<file path="src/rtl/shift_reg_ctrl_if.sv">
// Bundle between shift_reg_ctrl and the 8-bit universal shift register it drives,
// plus the request side (start, load data, shift parameters).
// The optional rot request bit exists only when SHIFT_REG_CTRL_ROTATE_EN is defined.
//
// Handshake: start is a level request sampled on the falling clock edge. It is
// accepted only while the controller is in IDLE or DONE; in LOAD and SHIFT it is
// ignored. busy is high while an accepted operation is in flight. done is a single
// cycle pulse marking completion. ser_out carries the bit leaving the register and
// is meaningful only while ser_valid is high.
interface shift_reg_ctrl_if;
    // Request side
    logic        start;
    logic [0:7]  din;
    logic        dir;
    logic [3:0]  count;
    logic        fill;
`ifdef SHIFT_REG_CTRL_ROTATE_EN
    logic        rot;
`endif
    // Register feedback
    logic [0:7]  sr_o;
    // Register control
    logic [0:1]  sr_s;
    logic [0:7]  sr_i;
    logic        sr_r;
    // Status and serial tap
    logic        busy;
    logic        done;
    logic        ser_out;
    logic        ser_valid;
    // FSM state for observation
    logic [1:0]  dbg_state;

    modport master (
        output start, din, dir, count, fill,
`ifdef SHIFT_REG_CTRL_ROTATE_EN
        output rot,
`endif
        output sr_o,
        input  sr_s, sr_i, sr_r, busy, done, ser_out, ser_valid, dbg_state
    );

    modport slave (
        input  start, din, dir, count, fill,
`ifdef SHIFT_REG_CTRL_ROTATE_EN
        input  rot,
`endif
        input  sr_o,
        output sr_s, sr_i, sr_r, busy, done, ser_out, ser_valid, dbg_state
    );
endinterface

</file>
<file path="src/rtl/shift_reg_ctrl.sv">
// Load-and-shift controller for an 8-bit universal shift register.
// One operation: load the latched byte (LOAD), shift it count times (SHIFT),
// then pulse done (DONE). All flops run on the falling clock edge, like the
// register being driven. Reset is asynchronous and active high.
// Optional feature: define SHIFT_REG_CTRL_ROTATE_EN to add the rot request bit,
// which feeds the outgoing bit back in as the serial input so the byte rotates.
module shift_reg_ctrl (
    input logic             clk,
    input logic             reset,
    shift_reg_ctrl_if.slave bus
);

    localparam logic [1:0] IDLE  = 2'd0;
    localparam logic [1:0] LOAD  = 2'd1;
    localparam logic [1:0] SHIFT = 2'd2;
    localparam logic [1:0] DONE  = 2'd3;

    logic [1:0] state_q, state_d;
    logic [0:7] din_q,   din_d;
    logic       dir_q,   dir_d;
    logic       fill_q,  fill_d;
    logic [3:0] cnt_q,   cnt_d;
`ifdef SHIFT_REG_CTRL_ROTATE_EN
    logic       rot_q,   rot_d;
`endif

    logic accept;
    logic ser_bit;

    // A new request is taken only between operations.
    assign accept = bus.start && ((state_q == IDLE) || (state_q == DONE));

    // Next-state, down-counter and request latching.
    always_comb begin
        state_d = state_q;
        din_d   = din_q;
        dir_d   = dir_q;
        fill_d  = fill_q;
        cnt_d   = cnt_q;
`ifdef SHIFT_REG_CTRL_ROTATE_EN
        rot_d   = rot_q;
`endif
        case (state_q)
            IDLE: begin
                if (bus.start) begin
                    state_d = LOAD;
                end
            end
            LOAD: begin
                state_d = (cnt_q == 4'd0) ? DONE : SHIFT;
            end
            SHIFT: begin
                cnt_d = cnt_q - 4'd1;
                if (cnt_q <= 4'd1) begin
                    state_d = DONE;
                end
            end
            DONE: begin
                state_d = bus.start ? LOAD : IDLE;
            end
            default: begin
                state_d = IDLE;
            end
        endcase
        // The counter doubles as the latched count; counts above 8 collapse to a full byte.
        if (accept) begin
            din_d  = bus.din;
            dir_d  = bus.dir;
            fill_d = bus.fill;
            cnt_d  = (bus.count > 4'd8) ? 4'd8 : bus.count;
`ifdef SHIFT_REG_CTRL_ROTATE_EN
            rot_d  = bus.rot;
`endif
        end
    end

    // Falling-edge state register with asynchronous clear.
    always_ff @(negedge clk or posedge reset) begin
        if (reset) begin
            state_q <= IDLE;
            din_q   <= '0;
            dir_q   <= 1'b0;
            fill_q  <= 1'b0;
            cnt_q   <= '0;
`ifdef SHIFT_REG_CTRL_ROTATE_EN
            rot_q   <= 1'b0;
`endif
        end else begin
            state_q <= state_d;
            din_q   <= din_d;
            dir_q   <= dir_d;
            fill_q  <= fill_d;
            cnt_q   <= cnt_d;
`ifdef SHIFT_REG_CTRL_ROTATE_EN
            rot_q   <= rot_d;
`endif
        end
    end

    // Register mode select decoded from state and latched direction.
    always_comb begin
        bus.sr_s = 2'b00;
        case (state_q)
            LOAD:    bus.sr_s = 2'b11;
            SHIFT:   bus.sr_s = dir_q ? 2'b10 : 2'b01;
            default: bus.sr_s = 2'b00;
        endcase
    end

    // Outgoing bit is the end the register shifts away from; forced low while reset
    // is held so every output reads zero immediately, whatever the register holds.
    assign ser_bit       = reset ? 1'b0 : (dir_q ? bus.sr_o[0] : bus.sr_o[7]);
    assign bus.ser_out   = ser_bit;
    assign bus.ser_valid = (state_q == SHIFT);

    // Parallel data always presents the latched byte so the LOAD edge captures it.
    assign bus.sr_i = din_q;

`ifdef SHIFT_REG_CTRL_ROTATE_EN
    // Rotating recirculates the outgoing bit; otherwise the latched fill bit enters.
    assign bus.sr_r = (rot_q && (state_q == SHIFT)) ? ser_bit : fill_q;
`else
    assign bus.sr_r = fill_q;
`endif

    assign bus.busy      = (state_q == LOAD) || (state_q == SHIFT);
    assign bus.done      = (state_q == DONE);
    assign bus.dbg_state = state_q;

endmodule

</file>
<file path="src/flat_wrapper.sv">
// flat-port wrapper written by rule: the top's interface ports become plain ports
module shift_reg_ctrl_flat 
  (clk, reset, bus_start, bus_din, bus_dir, bus_count, bus_fill, bus_sr_o, bus_sr_s, bus_sr_i, bus_sr_r, bus_busy, bus_done, bus_ser_out, bus_ser_valid, bus_dbg_state);
  shift_reg_ctrl_if bus_i ();
  input logic clk;
  input logic reset;
  input wire logic [$bits(bus_i.start)-1:0] bus_start;
  input wire logic [$bits(bus_i.din)-1:0] bus_din;
  input wire logic [$bits(bus_i.dir)-1:0] bus_dir;
  input wire logic [$bits(bus_i.count)-1:0] bus_count;
  input wire logic [$bits(bus_i.fill)-1:0] bus_fill;
  input wire logic [$bits(bus_i.sr_o)-1:0] bus_sr_o;
  output wire logic [$bits(bus_i.sr_s)-1:0] bus_sr_s;
  output wire logic [$bits(bus_i.sr_i)-1:0] bus_sr_i;
  output wire logic [$bits(bus_i.sr_r)-1:0] bus_sr_r;
  output wire logic [$bits(bus_i.busy)-1:0] bus_busy;
  output wire logic [$bits(bus_i.done)-1:0] bus_done;
  output wire logic [$bits(bus_i.ser_out)-1:0] bus_ser_out;
  output wire logic [$bits(bus_i.ser_valid)-1:0] bus_ser_valid;
  output wire logic [$bits(bus_i.dbg_state)-1:0] bus_dbg_state;
  assign bus_i.start = bus_start;
  assign bus_i.din = bus_din;
  assign bus_i.dir = bus_dir;
  assign bus_i.count = bus_count;
  assign bus_i.fill = bus_fill;
  assign bus_i.sr_o = bus_sr_o;
  assign bus_sr_s = bus_i.sr_s;
  assign bus_sr_i = bus_i.sr_i;
  assign bus_sr_r = bus_i.sr_r;
  assign bus_busy = bus_i.busy;
  assign bus_done = bus_i.done;
  assign bus_ser_out = bus_i.ser_out;
  assign bus_ser_valid = bus_i.ser_valid;
  assign bus_dbg_state = bus_i.dbg_state;
  shift_reg_ctrl u_core (.clk(clk), .reset(reset), .bus(bus_i));
endmodule
</file>
<file path="config.mk">
export PLATFORM = sky130hd
export DESIGN_NAME = shift_reg_ctrl_flat
export DESIGN_NICKNAME = d
export VERILOG_FILES = /design/src/rtl/shift_reg_ctrl_if.sv /design/src/rtl/shift_reg_ctrl.sv /design/src/flat_wrapper.sv
export SDC_FILE = /design/constraint.sdc
export NUM_CORES = 1
export LEC_CHECK = 0
export ABC_CLOCK_PERIOD_IN_PS = 1900
export CAP_MARGIN = 30
export CORE_MARGIN = 2
export CORE_UTILIZATION = 40
export CTS_CLUSTER_SIZE = 16
export DETAILED_ROUTE_END_ITERATION = 12
export GPL_ROUTABILITY_DRIVEN = 1
export PLACE_DENSITY = 0.81
export SYNTH_ARGS = -nofsm -noshare
export SYNTH_HDL_FRONTEND = slang
export SYNTH_SLANG_ARGS = --single-unit
</file>
<file path="constraint.sdc">
create_clock -name clk -period 1.9 [get_ports clk]
set_input_delay 0.38 -clock clk [delete_from_list [all_inputs] [get_ports clk]]
set_output_delay 0.38 -clock clk [all_outputs]
set_load 0.01 [all_outputs]
</file>
==> results of run 1 <==
==> sequential cells by signal, summed over array words and instances (netlist names) <==
| name | cells |
|---|---|
| u_core.bus.dbg_state | 2 |
| u_core.bus.sr_i | 8 |
| u_core.bus.sr_r | 1 |
| u_core.cnt_q | 4 |
| u_core.dir_q | 1 |
==> worst max-delay path: stages (launching register included) <==
cell	delay [ns]
dfrtn_1	0.43
inv_2	0.09
ha_4	0.18
nor2b_4	0.11
o21a_1	0.16
buf_2	0.13
==> kinds of logic after synthesis <==
group / synth area share
AOI/OAI and AO/OA: 0.0882
xor gates and xnor gates: 0.0289
adders and majority gates: 0.0964
buffers and inverters: 0.0537
DFF: 0.441
muxes: 0.187
and+or+nand+nor: 0.105
==> layout make-up <==
type	count	area, um^2
Fill cell	152	542
Multi-Input combinational cell	50	574
Sequential cell	16	400
Timing Repair Buffer	65	563
Clock buffer	4	36.3
Inverter	5	18.8
Tap cell	28	35.0
==> metal layers <==
metal  up-vias  track usage  wire length [um]
li1        392            -                 -
met1       371        0.185               848
met2        31        0.368              1300
met3         2       0.0287               136
met4         0       0.0658                17
met5         -            0                 0
==> worst min-delay path by stage <==
stage	start	to	depth (start not counted)
6_report	u_core.bus.sr_i[0]$_DFFE_NP0P_	u_core.bus.sr_i[0]$_DFFE_NP0P_	1
2_1_floorplan	u_core.dir_q$_DFFE_NP0P_	u_core.dir_q$_DFFE_NP0P_	1
5_1_grt	u_core.bus.sr_i[0]$_DFFE_NP0P_	u_core.bus.sr_i[0]$_DFFE_NP0P_	1
3_5_place_dp	u_core.bus.sr_i[3]$_DFFE_NP0P_	u_core.bus.sr_i[3]$_DFFE_NP0P_	1
4_1_cts	u_core.bus.sr_i[4]$_DFFE_NP0P_	u_core.bus.sr_i[4]$_DFFE_NP0P_	1
3_3_place_gp	u_core.bus.sr_i[4]$_DFFE_NP0P_	u_core.bus.sr_i[4]$_DFFE_NP0P_	1
==> cells in the mapped netlist (all sizes together) <==
cell | count | area share
a211o | 1 | 0.0096
a211oi | 1 | 0.0083
a21oi | 1 | 0.0055
a311oi | 1 | 0.0096
buf | 3 | 0.033
dfrtn | 16 | 0.44
ha | 7 | 0.096
inv | 5 | 0.021
mux2 | 12 | 0.17
mux2i | 2 | 0.022
nand2 | 1 | 0.0041
nand2b | 1 | 0.0069
nand3 | 1 | 0.0055
nand3b | 3 | 0.025
nor2 | 3 | 0.012
nor2b | 5 | 0.034
nor4b | 1 | 0.017
o2111ai | 1 | 0.0096
o21a | 1 | 0.0083
o21ai | 3 | 0.017
o311a | 1 | 0.011
o311ai | 1 | 0.0096
xnor2 | 1 | 0.0096
xor2 | 2 | 0.019
==> cells in the final DEF, fill, tap and decap left out <==
cell type	count
buf_4	23
clkdlybuf4s50_1	16
dfrtn_1	16
buf_6	13
mux2_4	11
buf_2	11
nor2_1	3
inv_1	3
nand3b_1	3
o21ai_1	3
ha_4	3
ha_1	3
clkbuf_4	3
inv_2	2
nor2b_1	2
nor2b_4	2
xor2_1	2
mux2i_1	2
o311a_1	1
a211o_1	1
a311oi_2	1
a211oi_2	1
nor4b_4	1
o311ai_0	1
nand2b_4	1
o2111ai_1	1
nand3_1	1
a21oi_2	1
nor2b_2	1
o21a_1	1
xnor2_1	1
mux2_2	1
nand2_1	1
ha_2	1
clkbuf_8	1
dlygate4sd2_1	1
buf_12	1
==> report_power, final <==
| group | internal [uW] | switching, uW |
|---|---|---|
| Clock | 116 | 103 |
| Combinational | 1280 | 833 |
| Sequential | 538 | 145 |
| Total | 1940 | 1080 |
==> timing repair <==
item                                   CTS  global route
setup buffers                            7             7
gates cloned                             0             0
setup endpoints to repair               33            27
resized for setup                       89             9
endpoints found under the hold margin    0             0
pin swaps                                6             5
==> through the flow <==
step | power, uW | hold WS (ns)
6_report | 3020 | 0.460
5_1_grt | 3210 | 0.468
4_1_cts | 2870 | 0.460
3_5_place_dp | 2550 | 0.457
3_3_place_gp | 2480 | 0.457
2_1_floorplan | 1730 | 0.510
==> flow_metrics.tcl, run 1 <==
set metrics [dict create \
    routed_wl_um 2300 \
    final_antenna_net_count 0 \
    final_cell_area_um2 1630 \
    die_h_um 51.7 \
    ios 42 \
    dpl-instance-area_um2 1470 \
    h-tree-depth 1 \
    r2r_slack_ns 0.06 \
    maxCapViolCount 0 \
    violations "negative setup slack" \
    diodes 0 \
    setup_violations 19 \
    slew_headroom 0.807 \
    cts_buffers 3 \
    area_growth_pct 79.2 \
    syn_area_per_cell_um2 12.3 \
    gp_congestion 0.721 \
    drt-vias-per-instance 4.74 \
    drtPass1Iterations 4 \
    clock_latency_ns 0.28 \
    grt_use_total 0.183 \
    vias 796 \
    tightest_slew_ns 0.285 \
    drv_slew 0 \
    core_um2 2170 \
    cts_sinks 16 \
    grt_antenna_before_repair 0 \
    power_density_nw_per_um2 1850 \
    tns_ns -7.69 \
    cts_tree "built" \
    max-clock-path-buffers 2 \
    reg2reg_depth 8 \
    syn_inst 74 \
    crit_arrival_ns 2.34 \
    min_path_type "reg -> reg" \
    yosys_warnings 0 \
    cts_hold_buf 0 \
    grt_setup_unrepaired "true" \
    ir_drop_mv 1.26 \
    pre_cts_ws_ns -0.898 \
    drive_above_1_share 0.557 \
    die_area_um2 2670 \
    fin_ws_ns -0.818 \
    cp-startpoint "u_core.bus.dbg_state[0]$_DFFE_NP0P_" \
    final_net_count 173 \
    start_util 0.419 \
    clockRootBuffer "clkbuf_4" \
    power.leakage_uw 0.000783 \
    post-route-util 0.750 \
    drt_iter0_drc 5 \
    grt_first_pass_wirelength_um 3580 \
    grt_pass1_vias 862 \
    critPathCapture "bus_sr_s[0]" \
    startpoint_type "register" \
    clk_pin_slew_ns 0.06 \
    required_ns 1.52 \
    fin_cells 168 \
    skew_ns 0.00454 \
    syn_area_um2 908 \
    num_rows 17 \
    die_x_um 51.7 \
    ys_ff_latch 16 \
    hold_violations 0 \
    r2r-start "u_core.bus.dbg_state[1]$_DFFE_NP0P_" \
    cp-end-kind "primary output" \
    io_buffers 35 \
    hpwl_um 1790 \
    outcome "finished, violations left" \
    place_inst 152 \
    synth_nets 106 \
    gr-total-overflow 0 \
    wl_per_cell_um 13.7 \
    r2r_end "u_core.cnt_q[3]$_DFFE_NP0P_" \
    drc 0 \
    grt_max_degree 14 \
    crit_type "reg -> out" \
    critPathMaxFanout 4 \
    ys_types 26 \
    yosysSeqAreaShare 0.441 \
]
Note: power is estimated with default switching activity, not from simulation.
==> run 2, diff against run 1 <==
--- a/config.mk
+++ b/config.mk
@@ -5,6 +5,7 @@
 export SDC_FILE = /design/constraint.sdc
 export NUM_CORES = 1
 export LEC_CHECK = 0
+export ABC_AREA = 1
 export ABC_CLOCK_PERIOD_IN_PS = 1900
 export CAP_MARGIN = 30
 export CORE_MARGIN = 2
==> flow_metrics.tcl, run 2 <==
set metrics [dict create \
    outcome "finished, violations left" \
    violations "negative setup slack" \
    max-clock-path-buffers 2 \
    synth_top_area_frac 0.443 \
    core_um2 2170 \
    crit_path_max_incr_delay_ns 0.46 \
    critPathTopFamily "flip-flops" \
    wl_per_cell_um 12.8 \
    h-tree-depth 1 \
    num_rows 17 \
    skew_ns 0.00171 \
    synthTopCellsByCount "57 x nand2_1, 16 x dfrtn_1, 13 x inv_1" \
    cts_sinks 16 \
    setup_violations 17 \
    syn_inst 119 \
    grt_use_total 0.216 \
    ys.flop_type "dfrtn_1" \
    ios 42 \
    critPathMaxFanout 3 \
    clockRootBuffer "clkbuf_4" \
    final_cell_area_um2 1490 \
    seqCellArea_um2 400 \
    fin_cells 202 \
    yosys_warnings 0 \
    worst-path-buf-inv 3 \
    routed_wl_um 2600 \
    grt_pass1_vias 1007 \
    drive_above_1_share 0.333 \
    hold_violations 0 \
    place_inst 190 \
    tns_ns -7.76 \
    drt_iter0_drc 9 \
    hpwl_um 1890 \
    fin_ws_ns -0.817 \
    synth_nets 151 \
    layout_common_cells "55 x nand2_1, 16 x clkdlybuf4s50_1, 16 x buf_4, 16 x dfrtn_1, 10 x buf_6" \
    ir_drop_mv 1.24 \
    grt_antenna_before_repair 0 \
    power.leakage_uw 0.000788 \
    cp_slowest_cell "dfrtn_1" \
    grt_first_pass_wirelength_um 4260 \
    final_net_count 207 \
    diodes 0 \
    largest_reg_flops 8 \
    cp-end-kind "primary output" \
    synth_top_area_cell "dfrtn_1" \
    ys_types 17 \
    async_reset_ff_frac 1.00 \
    fillers 194 \
    start_util 0.416 \
    drtPass1Iterations 4 \
    gr-total-overflow 0 \
    slew_headroom 0.865 \
    die_area_um2 2650 \
    tightest_slew_ns 0.203 \
    cts_buffers 3 \
    grt_max_degree 17 \
    cts_tree "built" \
    die_h_um 51.5 \
    min_path_type "reg -> reg" \
    clock_latency_ns 0.29 \
    synth_edf_count 0 \
    drt-vias-per-instance 4.86 \
    drv_slew 0 \
    power_density_nw_per_um2 1860 \
    required_ns 1.52 \
    syn_area_um2 903 \
    multi_input_area_um2 493 \
    final_common_cell "nand2_1" \
    io_buffers 35 \
    syn_area_per_cell_um2 7.59 \
    crit_arrival_ns 2.34 \
    yosysSeqAreaShare 0.443 \
    ys_ff_latch 16 \
    dpl-instance-area_um2 1390 \
    synth_area_leaders "dfrtn_1 44%, nand2_1 24%, ha_1 9.7%" \
    crit_type "reg -> out" \
    drc 0 \
    vias 981 \
    post-route-util 0.685 \
    synth_most_common_cell "nand2_1" \
    final_antenna_net_count 0 \
    clk_pin_slew_ns 0.06 \
    maxCapViolCount 0 \
    area_growth_pct 64.5 \
    crit_chain "inv_2, ha_4, inv_4, a21oi_4, buf_6" \
    gp_congestion 0.861 \
    grt_setup_unrepaired "true" \
    finalPower_uw 2760 \
    startpoint_type "register" \
    die_x_um 51.5 \
]
## run 2: through the flow
stage	hold WS [ns]	setup slack [ns]
6_report	0.429	-0.817
5_1_grt	0.450	-0.871
4_1_cts	0.431	-0.802
3_5_place_dp	0.430	-0.892
3_3_place_gp	0.424	-0.864
2_1_floorplan	0.409	-0.498
## run 2: final cells by class
| cell class | instances | share of cell area |
|---|---|---|
| repair buffers | 53 | 0.308 |
| inverters | 15 | 0.0429 |
| well taps | 28 | 0.0236 |
| multi-input cells | 86 | 0.332 |
| clock buffers | 4 | 0.0244 |
| flip-flops and latches | 16 | 0.269 |
## run 2: report_power, final
part           switching [uW]  internal, uW  leakage [uW]
sequential                122           527      0.000198
combinational             980           903      0.000569
clock                     111           117     0.0000210
## run 2: worst min-delay path: cells and delay by family, from the launching register on
family / cells / cell delay (ns)
flip-flops: 1 / 0.41
AND/OR/NAND/NOR: 2 / 0.11
## run 2: kinds of logic (layout without fill, tap and decap cells)
group	after synthesis	in the layout	synth area share
and+or+nand+nor	72	72	0.331
buffers and inverters	17	72	0.0831
adders and majority gates	7	7	0.0969
AOI/OAI and AO/OA	7	7	0.0457
DFF	16	16	0.443
## run 2: metal layers
metal  track usage  up-vias  share of wire
li1              -      475              -
met1         0.233      459           0.39
met2         0.393       40           0.53
met3        0.0345        7          0.056
met4         0.132        0          0.027
met5             0        -              0
## run 2: repair_timing
item	CTS	global route
resized for setup	83	10
pin swaps	1	2
hold buffers	0	0
setup buffers	7	1
setup endpoints to repair	33	19
## run 2: worst paths after layout
path / depth (start not counted) / startpoint / to / slack (ns)
max: 5 / u_core.bus.dbg_state[1]$_DFFE_NP0P_ / bus_sr_s[0] / -0.82
min in group asynchronous: 3 / reset / u_core.bus.sr_r$_DFFE_NP0P_ / 1.25
min reg2reg: 2 / u_core.bus.sr_i[6]$_DFFE_NP0P_ / u_core.bus.sr_i[6]$_DFFE_NP0P_ / 0.43
min: 2 / u_core.bus.sr_i[6]$_DFFE_NP0P_ / u_core.bus.sr_i[6]$_DFFE_NP0P_ / 0.43
max reg2reg: 8 / u_core.bus.dbg_state[1]$_DFFE_NP0P_ / u_core.cnt_q[3]$_DFFE_NP0P_ / 0.32
max in group asynchronous: 3 / reset / u_core.cnt_q[2]$_DFFE_NP0P_ / 0.44
==> run 3, diff against run 2 <==
--- a/config.mk
+++ b/config.mk
@@ -8,12 +8,13 @@
 export ABC_AREA = 1
 export ABC_CLOCK_PERIOD_IN_PS = 1900
 export CAP_MARGIN = 30
-export CORE_MARGIN = 2
+export CORE_MARGIN = 8
 export CORE_UTILIZATION = 40
 export CTS_CLUSTER_SIZE = 16
 export DETAILED_ROUTE_END_ITERATION = 12
 export GPL_ROUTABILITY_DRIVEN = 1
 export PLACE_DENSITY = 0.81
+export SETUP_SLACK_MARGIN = 0.15
 export SYNTH_ARGS = -nofsm -noshare
 export SYNTH_HDL_FRONTEND = slang
 export SYNTH_SLANG_ARGS = --single-unit
==> flow_metrics.tcl, run 3 (synthesis gave the netlist of run 2 again) <==
set metrics [dict create \
    fin_ws_ns -0.789 \
    min_path_type "reg -> reg" \
    start_util 0.416 \
    clock_latency_ns 0.29 \
    clk_pin_slew_ns 0.07 \
    cts_hold_buf 0 \
    r2r_slack_ns 0.30 \
    crit_chain "inv_2, ha_4, inv_4, a21oi_4, buf_6" \
    power.leakage_uw 0.000873 \
    io_buffers 35 \
    grt_antenna_before_repair 0 \
    p_int_uw 1790 \
    cts_sinks 16 \
    max-clock-path-buffers 2 \
    cp_slowest_cell "dfrtn_1" \
    critPathCapture "bus_sr_s[0]" \
    maxCapViolCount 0 \
    final_net_count 217 \
    die_x_um 63.5 \
    netSwitchingFraction 0.421 \
    final_common_cell "nand2_1" \
    required_ns 1.52 \
    clockRootBuffer "clkbuf_4" \
    grt_first_pass_wirelength_um 4280 \
    reg2reg_depth 11 \
    crit_type "reg -> out" \
    drc 0 \
    setup_violations 17 \
    grt_use_total 0.128 \
    num_rows 17 \
    pwr-share-comb 0.720 \
    cp-startpoint "u_core.bus.dbg_state[1]$_DFFE_NP0P_" \
    grt_max_degree 17 \
    drt_iter0_drc 30 \
    h-tree-depth 1 \
    drt-vias-per-instance 4.66 \
    finalPower_uw 3090 \
    tightest_slew_ns 0.206 \
    gp_congestion 0.802 \
    vias 987 \
    die_h_um 63.5 \
    hpwl_um 1930 \
    worst-path-buf-inv 3 \
    outcome "finished, violations left" \
    area_growth_pct 81.2 \
    final_antenna_net_count 0 \
    pwr-share-seq 0.206 \
    ios 42 \
    grt_setup_unrepaired "true" \
    crit_cells 5 \
    gr-total-overflow 0 \
    ir_drop_mv 1.62 \
    drive_above_1_share 0.370 \
    clkPwrFrac 0.074 \
    core_um2 2170 \
    switching_power_uw 1300 \
    slew_headroom 0.862 \
    crit_path_max_incr_delay_ns 0.45 \
    layout_common_cells "55 x nand2_1, 18 x buf_4, 16 x buf_6, 16 x dfrtn_1, 13 x clkdlybuf4s50_1" \
    critPathMaxFanout 3 \
    grt_pass1_vias 958 \
    tns_ns -7.77 \
    crit_arrival_ns 2.31 \
    largest_reg_flops 8 \
    power_density_nw_per_um2 1890 \
    hold_violations 0 \
    drtPass1Iterations 4 \
    die_area_um2 4030 \
    r2r_end "u_core.cnt_q[2]$_DFFE_NP0P_" \
    routed_wl_um 2830 \
    cp-end-kind "primary output" \
    wl_per_cell_um 13.3 \
    r2r-start "u_core.bus.dbg_state[1]$_DFFE_NP0P_" \
    diodes 0 \
    violations "negative setup slack" \
    startpoint_type "register" \
    cts_buffers 3 \
    skew_ns 0.00458 \
    cts_tree "built" \
    drv_slew 0 \
    critPathTopFamily "flip-flops" \
]
[run 3: cell count changes in the layout (fill, tap and decap cells not counted), moves of 2 or more]
cell / change
buf_6: +6
clkdlybuf4s50_1: -3
buf_4: +2
buf_8: +2
dlygate4sd2_1: +2
[run 3: cell type report]
class | count | area, um^2
inverter | 15 | 66.3
multi-input combinational | 86 | 518
sequential | 16 | 400
timing repair inverter | 1 | 6.26
timing repair buffer | 62 | 574
fill | 154 | 533
clock buffer | 4 | 36.3
tap | 28 | 35.0
[run 3: what timing repair did]
| item | in CTS | in global routing |
|---|---|---|
| pin swaps | 7 | 10 |
| gates resized for setup | 103 | 9 |
| endpoints found under the setup margin | 33 | 24 |
| gates cloned | 1 | 0 |
| buffers inserted | 9 | 5 |
[run 3: per-layer routing]
metal  up-vias  routed length (um)  global-route usage
li1        495                   -                   -
met1       468                1170               0.134
met2        18                1540               0.232
met3         6                  80              0.0353
met4         0                  44              0.0557
met5         -                   0                   0
[run 3: per-stage QoR]
step | worst slack (ns) | instances | utilization | instance area [um^2] | hold WS, ns
2_1_floorplan | -0.498 | 119 | - | 950 | 0.409
3_3_place_gp | -0.871 | 193 | 0.650 | 1410 | 0.426
3_5_place_dp | -0.925 | 193 | 0.650 | 1410 | 0.424
4_1_cts | -0.793 | 207 | 0.720 | 1560 | 0.424
5_1_grt | -0.854 | 212 | 0.754 | 1640 | 0.451
6_report | -0.789 | 212 | 0.754 | 1640 | 0.436
[run 3: power by group through the flow]
stage | logic (uW) | clock network, uW | registers, uW
final | 2220 | 228 | 636
after global routing | 2410 | 248 | 652
after CTS | 2070 | 229 | 629
after detailed placement | 1750 | 0 | 642
after global placement | 1700 | 0 | 637
after floorplan | 925 | 0 | 689
[run 3: worst min path at each step]
stage / startpoint / endpoint / slack (ns) / depth (start not counted)
finish: u_core.bus.sr_i[5]$_DFFE_NP0P_ / u_core.bus.sr_i[5]$_DFFE_NP0P_ / 0.44 / 2
global route: u_core.bus.sr_i[5]$_DFFE_NP0P_ / u_core.bus.sr_i[5]$_DFFE_NP0P_ / 0.45 / 2
CTS: u_core.bus.sr_i[6]$_DFFE_NP0P_ / u_core.bus.sr_i[6]$_DFFE_NP0P_ / 0.42 / 2
detailed placement: u_core.bus.sr_i[6]$_DFFE_NP0P_ / u_core.bus.sr_i[6]$_DFFE_NP0P_ / 0.42 / 2
global placement: u_core.bus.sr_i[3]$_DFFE_NP0P_ / u_core.bus.sr_i[3]$_DFFE_NP0P_ / 0.43 / 2
floorplan: u_core.cnt_q[1]$_DFFE_NP0P_ / u_core.cnt_q[1]$_DFFE_NP0P_ / 0.41 / 2
[run 3: tightest hold or removal path, stage by stage (launching register included)]
cell and delay (ns):
dfrtn_1 0.42, nand2_1 0.06, nand2_1 0.05
